$ cat src/rtl/serial_addsub_pkg.sv
// serial_addsub_pkg: shared state encoding and opcode constants
package serial_addsub_pkg;
  typedef enum logic [1:0] {
    ST_IDLE = 2'b00,
    ST_RUN  = 2'b01,
    ST_DONE = 2'b10
  } state_t;
  localparam logic OP_ADD = 1'b0;
  localparam logic OP_SUB = 1'b1;
endpackage

$ cat src/rtl/rca_fa.sv
// rca_fa: 1-bit full adder
module rca_fa (
  output logic sum,
  output logic c_out,
  input  logic a,
  input  logic b,
  input  logic c_in
);
  assign sum   = a ^ b ^ c_in;
  assign c_out = (a & b) | (c_in & (a ^ b));
endmodule

$ cat src/rtl/serial_addsub.sv
// serial_addsub: bit-serial two's-complement adder/subtractor, one bit per clock
module serial_addsub
  import serial_addsub_pkg::*;
#(
  parameter int WIDTH = 4
) (
  input  logic             clk,
  input  logic             reset,
  input  logic             start,
  input  logic             op,
  input  logic [WIDTH-1:0] a,
  input  logic [WIDTH-1:0] b,
  output logic             busy,
  output logic             done,
  output logic [WIDTH-1:0] sum,
  output logic             c_out,
  output logic             overflow
);
  localparam int CW = (WIDTH > 2) ? $clog2(WIDTH) : 1;
  state_t           state_q, state_d;
  logic [CW-1:0]    count_q, count_d;
  logic [WIDTH-1:0] a_q, a_d, b_q, b_d, sum_q, sum_d;
  logic             carry_q, carry_d, c_out_q, c_out_d, ovf_q, ovf_d;
  logic             fa_s, fa_c;
  rca_fa u_fa (
    .sum  (fa_s),
    .c_out(fa_c),
    .a    (a_q[count_q]),
    .b    (b_q[count_q]),
    .c_in (carry_q)
  );
  // next-state: latch operands on start, then shift one full-adder bit per cycle
  always_comb begin
    state_d = state_q;
    count_d = count_q;
    a_d     = a_q;
    b_d     = b_q;
    sum_d   = sum_q;
    carry_d = carry_q;
    c_out_d = c_out_q;
    ovf_d   = ovf_q;
    case (state_q)
      ST_IDLE: if (start) begin
        state_d = ST_RUN;
        count_d = '0;
        a_d     = a;
        b_d     = (op == OP_SUB) ? ~b : b;
        carry_d = (op == OP_SUB);
        sum_d   = '0;
        c_out_d = 1'b0;
        ovf_d   = 1'b0;
      end
      ST_RUN: begin
        sum_d[count_q] = fa_s;
        carry_d        = fa_c;
        if (count_q == CW'(WIDTH - 1)) begin
          c_out_d = fa_c;
          ovf_d   = carry_q ^ fa_c;
          state_d = ST_DONE;
        end else begin
          count_d = count_q + 1'b1;
        end
      end
      ST_DONE: state_d = ST_IDLE;
      default: state_d = ST_IDLE;
    endcase
  end
  // state and datapath registers, cleared asynchronously
  always_ff @(posedge clk or posedge reset) begin
    if (reset) begin
      state_q <= ST_IDLE;
      count_q <= '0;
      a_q     <= '0;
      b_q     <= '0;
      sum_q   <= '0;
      carry_q <= 1'b0;
      c_out_q <= 1'b0;
      ovf_q   <= 1'b0;
    end else begin
      state_q <= state_d;
      count_q <= count_d;
      a_q     <= a_d;
      b_q     <= b_d;
      sum_q   <= sum_d;
      carry_q <= carry_d;
      c_out_q <= c_out_d;
      ovf_q   <= ovf_d;
    end
  end
  assign busy     = (state_q == ST_RUN);
  assign done     = (state_q == ST_DONE);
  assign sum      = sum_q;
  assign c_out    = c_out_q;
  assign overflow = ovf_q;
endmodule

$ cat config.mk
export PLATFORM = sky130hd
export DESIGN_NAME = serial_addsub
export DESIGN_NICKNAME = d
export VERILOG_FILES = /design/src/rtl/serial_addsub_pkg.sv /design/src/rtl/rca_fa.sv /design/src/rtl/serial_addsub.sv
export SDC_FILE = /design/constraint.sdc
export NUM_CORES = 1
export LEC_CHECK = 0
export BUFFER_PORTS_ARGS = -buffer_cell sky130_fd_sc_hd__buf_4
export CAP_MARGIN = 20
export CORE_ASPECT_RATIO = 0.9
export CORE_UTILIZATION = 59
export CTS_BUF_LIST = sky130_fd_sc_hd__clkbuf_4
export DETAILED_ROUTE_END_ITERATION = 12
export PLACE_DENSITY = 0.87
export SYNTH_ARGS = -nofsm -noshare
export SYNTH_HDL_FRONTEND = slang
export SYNTH_HIERARCHICAL = 1
export SYNTH_SLANG_ARGS = --single-unit
export TNS_END_PERCENT = 10
$ cat constraint.sdc
create_clock -name clk -period 3.8 [get_ports clk]
set_clock_uncertainty 0.2 [all_clocks]
set_input_delay 0.57 -clock clk [delete_from_list [all_inputs] [get_ports clk]]
set_output_delay 0.57 -clock clk [all_outputs]
set_load 0.03 [all_outputs]
==> impl_metrics.xml <==
<?xml version="1.0" encoding="UTF-8"?>
<metrics>
  <group name="clock_network">
    <metric name="clk_root_buffer_cell" unit="">sky130_fd_sc_hd__clkbuf_4</metric>
    <metric name="worst_skew_pair.late_latency" unit="ns">0.30</metric>
    <metric name="cts_htree_levels" unit="">1</metric>
    <metric name="clock_tree.buffer_depth" unit="">2</metric>
    <metric name="post-cts-setup-buffer-count" unit="">0</metric>
    <metric name="cts-resized-gates" unit="">0</metric>
    <metric name="numClockSinks" unit="">19</metric>
    <metric name="clk_pin_slew" unit="ns">0.11</metric>
    <metric name="clock_tree_from_tritoncts" unit="">done</metric>
    <metric name="numCtsBuffers" unit="">3</metric>
    <metric name="cts_hold_buf" unit="">0</metric>
  </group>
  <group name="synthesis">
    <metric name="synth_nets" unit="">96</metric>
    <metric name="count_of_flip_flops_with_a_built_in_enable_after_synthesis" unit="">0</metric>
    <metric name="seq_area_frac_synth" unit="">0.499</metric>
    <metric name="synth_area_leader_cell" unit="">sky130_fd_sc_hd__dfrtp_1</metric>
    <metric name="synth.area.top_cells" unit="">sky130_fd_sc_hd__dfrtp_1 50%, sky130_fd_sc_hd__ha_1 6.6%, sky130_fd_sc_hd__a32o_1 5.3%</metric>
    <metric name="synthesis.yosys.warnings" unit="">6</metric>
    <metric name="syn_avg_cell_area" unit="um^2">12.2</metric>
    <metric name="syn-cell-area" unit="um^2">952</metric>
    <metric name="synthFlopType" unit="">sky130_fd_sc_hd__dfrtp_1</metric>
    <metric name="synth_async_sr_flop_share" unit="">1.00</metric>
    <metric name="distinct_cell_type_count_of_the_synthesized_netlist" unit="">27</metric>
    <metric name="synth_top_cell_area_share" unit="">0.499</metric>
    <metric name="postSynthRegisterBits" unit="">19</metric>
    <metric name="postSynthCellCount" unit="">78</metric>
  </group>
  <group name="route">
    <metric name="final_antenna_net_count" unit="">0</metric>
    <metric name="drtPass1Iterations" unit="">4</metric>
    <metric name="dr.first_iter.drc_count" unit="">9</metric>
    <metric name="via_count" unit="">669</metric>
    <metric name="routedWlPerCell" unit="um">14.2</metric>
    <metric name="drt-vias-per-instance" unit="">5.53</metric>
    <metric name="wirelength" unit="mm">1.72</metric>
    <metric name="drc" unit="">0</metric>
  </group>
  <group name="timing">
    <metric name="fmax" unit="MHz">432</metric>
    <metric name="slew_violations" unit="">0</metric>
    <metric name="setup_viol" unit="">0</metric>
    <metric name="slew-limit-headroom" unit="">0.430</metric>
    <metric name="period_minus_slack" unit="ns">2.31</metric>
    <metric name="hold_violations" unit="">0</metric>
    <metric name="setup_tns" unit="ns">0</metric>
    <metric name="tightest_pin_transition" unit="ns">0.851</metric>
    <metric name="setup_repair_after_global_routing_missed_its_margin" unit="">no</metric>
    <metric name="whs" unit="ns">0.168</metric>
    <metric name="timing.final.crit_share" unit="">0.609</metric>
  </group>
  <group name="critical_path">
    <metric name="largest_stage_delay_on_the_critical_path" unit="ns">0.56</metric>
    <metric name="cp-start-kind" unit="">flop</metric>
    <metric name="worst_path_max_delay_cell" unit="">sky130_fd_sc_hd__mux4_2</metric>
    <metric name="setup_cp_type" unit="">flop to flop</metric>
    <metric name="required_time_at_the_endpoint_of_the_critical_path" unit="ns">3.78</metric>
    <metric name="setup.reg_to_reg.worst_slack" unit="ns">1.49</metric>
    <metric name="crit_arrival" unit="ns">2.30</metric>
    <metric name="crit_path_max_fanout" unit="">6</metric>
    <metric name="setup.worst_path.end_class" unit="">flop</metric>
    <metric name="path_cells" unit="">mux4_2 &gt; fa_1 &gt; xor2_1 &gt; a32o_1</metric>
  </group>
  <group name="final_layout">
    <metric name="storage_cell_area" unit="um^2">475</metric>
    <metric name="number_of_antenna_cells_inserted" unit="">0</metric>
    <metric name="share_of_layout_cells_above_drive_strength_1" unit="">0.343</metric>
    <metric name="final_cell_mix" unit="">19 x sky130_fd_sc_hd__dfrtp_1, 19 x sky130_fd_sc_hd__buf_4, 7 x sky130_fd_sc_hd__o21ai_0</metric>
    <metric name="fin_nets" unit="">118</metric>
    <metric name="synthToLayoutAreaGrowth" unit="%">19.4</metric>
    <metric name="utilization" unit="">0.768</metric>
    <metric name="filler_cell_count" unit="">98</metric>
    <metric name="area_of_combinational_cells_with_multiple_inputs" unit="um^2">445</metric>
  </group>
  <group name="pwr">
    <metric name="power.ir.vdd_worst" unit="mV">0.573</metric>
    <metric name="cellLeakagePower" unit="nW">0.534</metric>
    <metric name="p_per_area" unit="mW/mm^2">877</metric>
  </group>
  <group name="global_routing">
    <metric name="grt_first_pass_wirelength" unit="mm">2.88</metric>
    <metric name="grt_use_met3" unit="">0.0315</metric>
    <metric name="grt_max_degree" unit="">20</metric>
    <metric name="grt_remaining_overflow" unit="">0</metric>
    <metric name="antenna_found_initial" unit="">0</metric>
    <metric name="top_usage_layer" unit="">met2</metric>
    <metric name="groute.layer.met2.usage" unit="">0.382</metric>
    <metric name="met1_usage" unit="">0.308</metric>
    <metric name="global_route.usage.total" unit="">0.230</metric>
    <metric name="grt_pass1_vias" unit="">644</metric>
  </group>
  <group name="floorplan">
    <metric name="floorplan.die_area" unit="mm^2">0.00178</metric>
    <metric name="die_width" unit="um">44.3</metric>
    <metric name="die_height" unit="um">40.1</metric>
    <metric name="io-pin-count" unit="">20</metric>
    <metric name="placement_row_count" unit="">13</metric>
    <metric name="floorplan.initialDensity" unit="">0.643</metric>
    <metric name="coreArea" unit="mm^2">0.00148</metric>
  </group>
  <group name="placement">
    <metric name="hpwlAfterDp" unit="mm">1.32</metric>
    <metric name="gpl.final_weighted_congestion" unit="">0.771</metric>
    <metric name="port_buffers" unit="">19</metric>
  </group>
  <group name="outcome">
    <metric name="outcome" unit="">completed</metric>
  </group>
  <group name="worst_hold_path">
    <metric name="min-delay-path-class" unit="">primary input to asynchronous set/reset pin</metric>
  </group>
  <group name="flow_run">
    <metric name="maxCapViolations" unit="">0</metric>
  </group>
</metrics>
-- cell usage after synthesis, types with 2 or more instances --
master and n:
sky130_fd_sc_hd__a21oi_1 5, sky130_fd_sc_hd__a32o_1 5, sky130_fd_sc_hd__dfrtp_1 19, sky130_fd_sc_hd__ha_1 5, sky130_fd_sc_hd__inv_1 3, sky130_fd_sc_hd__mux2_2 4, sky130_fd_sc_hd__mux4_2 2, sky130_fd_sc_hd__nand2_1 4
sky130_fd_sc_hd__nor2_1 4, sky130_fd_sc_hd__o21ai_0 7, sky130_fd_sc_hd__xnor2_1 4
-- area by class of cell --
type | instances | share of cell area
Multi-Input combinational cell | 53 | 0.392
Tap cell | 22 | 0.0242
Clock buffer | 4 | 0.0264
Timing Repair Buffer | 19 | 0.125
Sequential cell | 19 | 0.418
Inverter | 4 | 0.0143
-- cell families after synthesis --
| family | count (synthesis) | share of synthesized area |
|---|---|---|
| buffers and inverters | 6 | 0.0328 |
| and+or+nand+nor | 16 | 0.0973 |
| adders and majority gates | 6 | 0.0867 |
| AOI/OAI and AO/OA | 20 | 0.143 |
| DFF | 19 | 0.499 |
| xor gates and xnor gates | 5 | 0.0460 |
| muxes | 6 | 0.0946 |
-- report_power, final --
group	internal, mW	total [mW]	switching [mW]
logic	0.240	0.522	0.282
clock network	0.0480	0.107	0.0588
registers	0.292	0.368	0.0762
-- per-stage QoR --
| step | worst slack, ns | total power [mW] | instance area, um^2 | std cells |
|---|---|---|---|---|
| 6_report | 1.49 | 0.997 | 1140 | 121 |
| 5_1_grt | 1.41 | 1.07 | 1140 | 121 |
| 4_1_cts | 1.49 | 0.998 | 1140 | 121 |
| 3_5_place_dp | 1.52 | 0.892 | 1110 | 117 |
| 3_3_place_gp | 1.60 | 0.858 | 1110 | 117 |
| 2_1_floorplan | 1.64 | 0.746 | 952 | 78 |
-- sequential cells by signal (all words and copies together), names as in the netlist --
register / count
a_q: 4
b_q: 4
c_out: 1
carry_q: 1
count_q: 2
overflow: 1
state_q: 2
sum: 4
-- final timing paths --
path                             from         end  cells past startpoint
min                             reset  count_q[1]                      2
max in group asynchronous       reset    overflow                      2
min reg2reg                  overflow    overflow                      1
min in group clk                 a[2]      a_q[2]                      2
max                        count_q[0]    overflow                      4
max reg2reg                count_q[0]    overflow                      4
-- critical path: cells and delay by family (launching register included) --
family                     cells  cell delay, ns
AOI/OAI and AO/OA              1            0.26
DFF                            1            0.50
muxes                          1            0.56
adders and majority gates      1            0.50
xor gates and xnor gates       1            0.18
-- metal layers --
metal,vias up,share of wire
met4,0,0.015
li1,321,-
met5,-,0
met2,17,0.50
met3,4,0.031
met1,327,0.45
(Power assumes the default switching activity.)
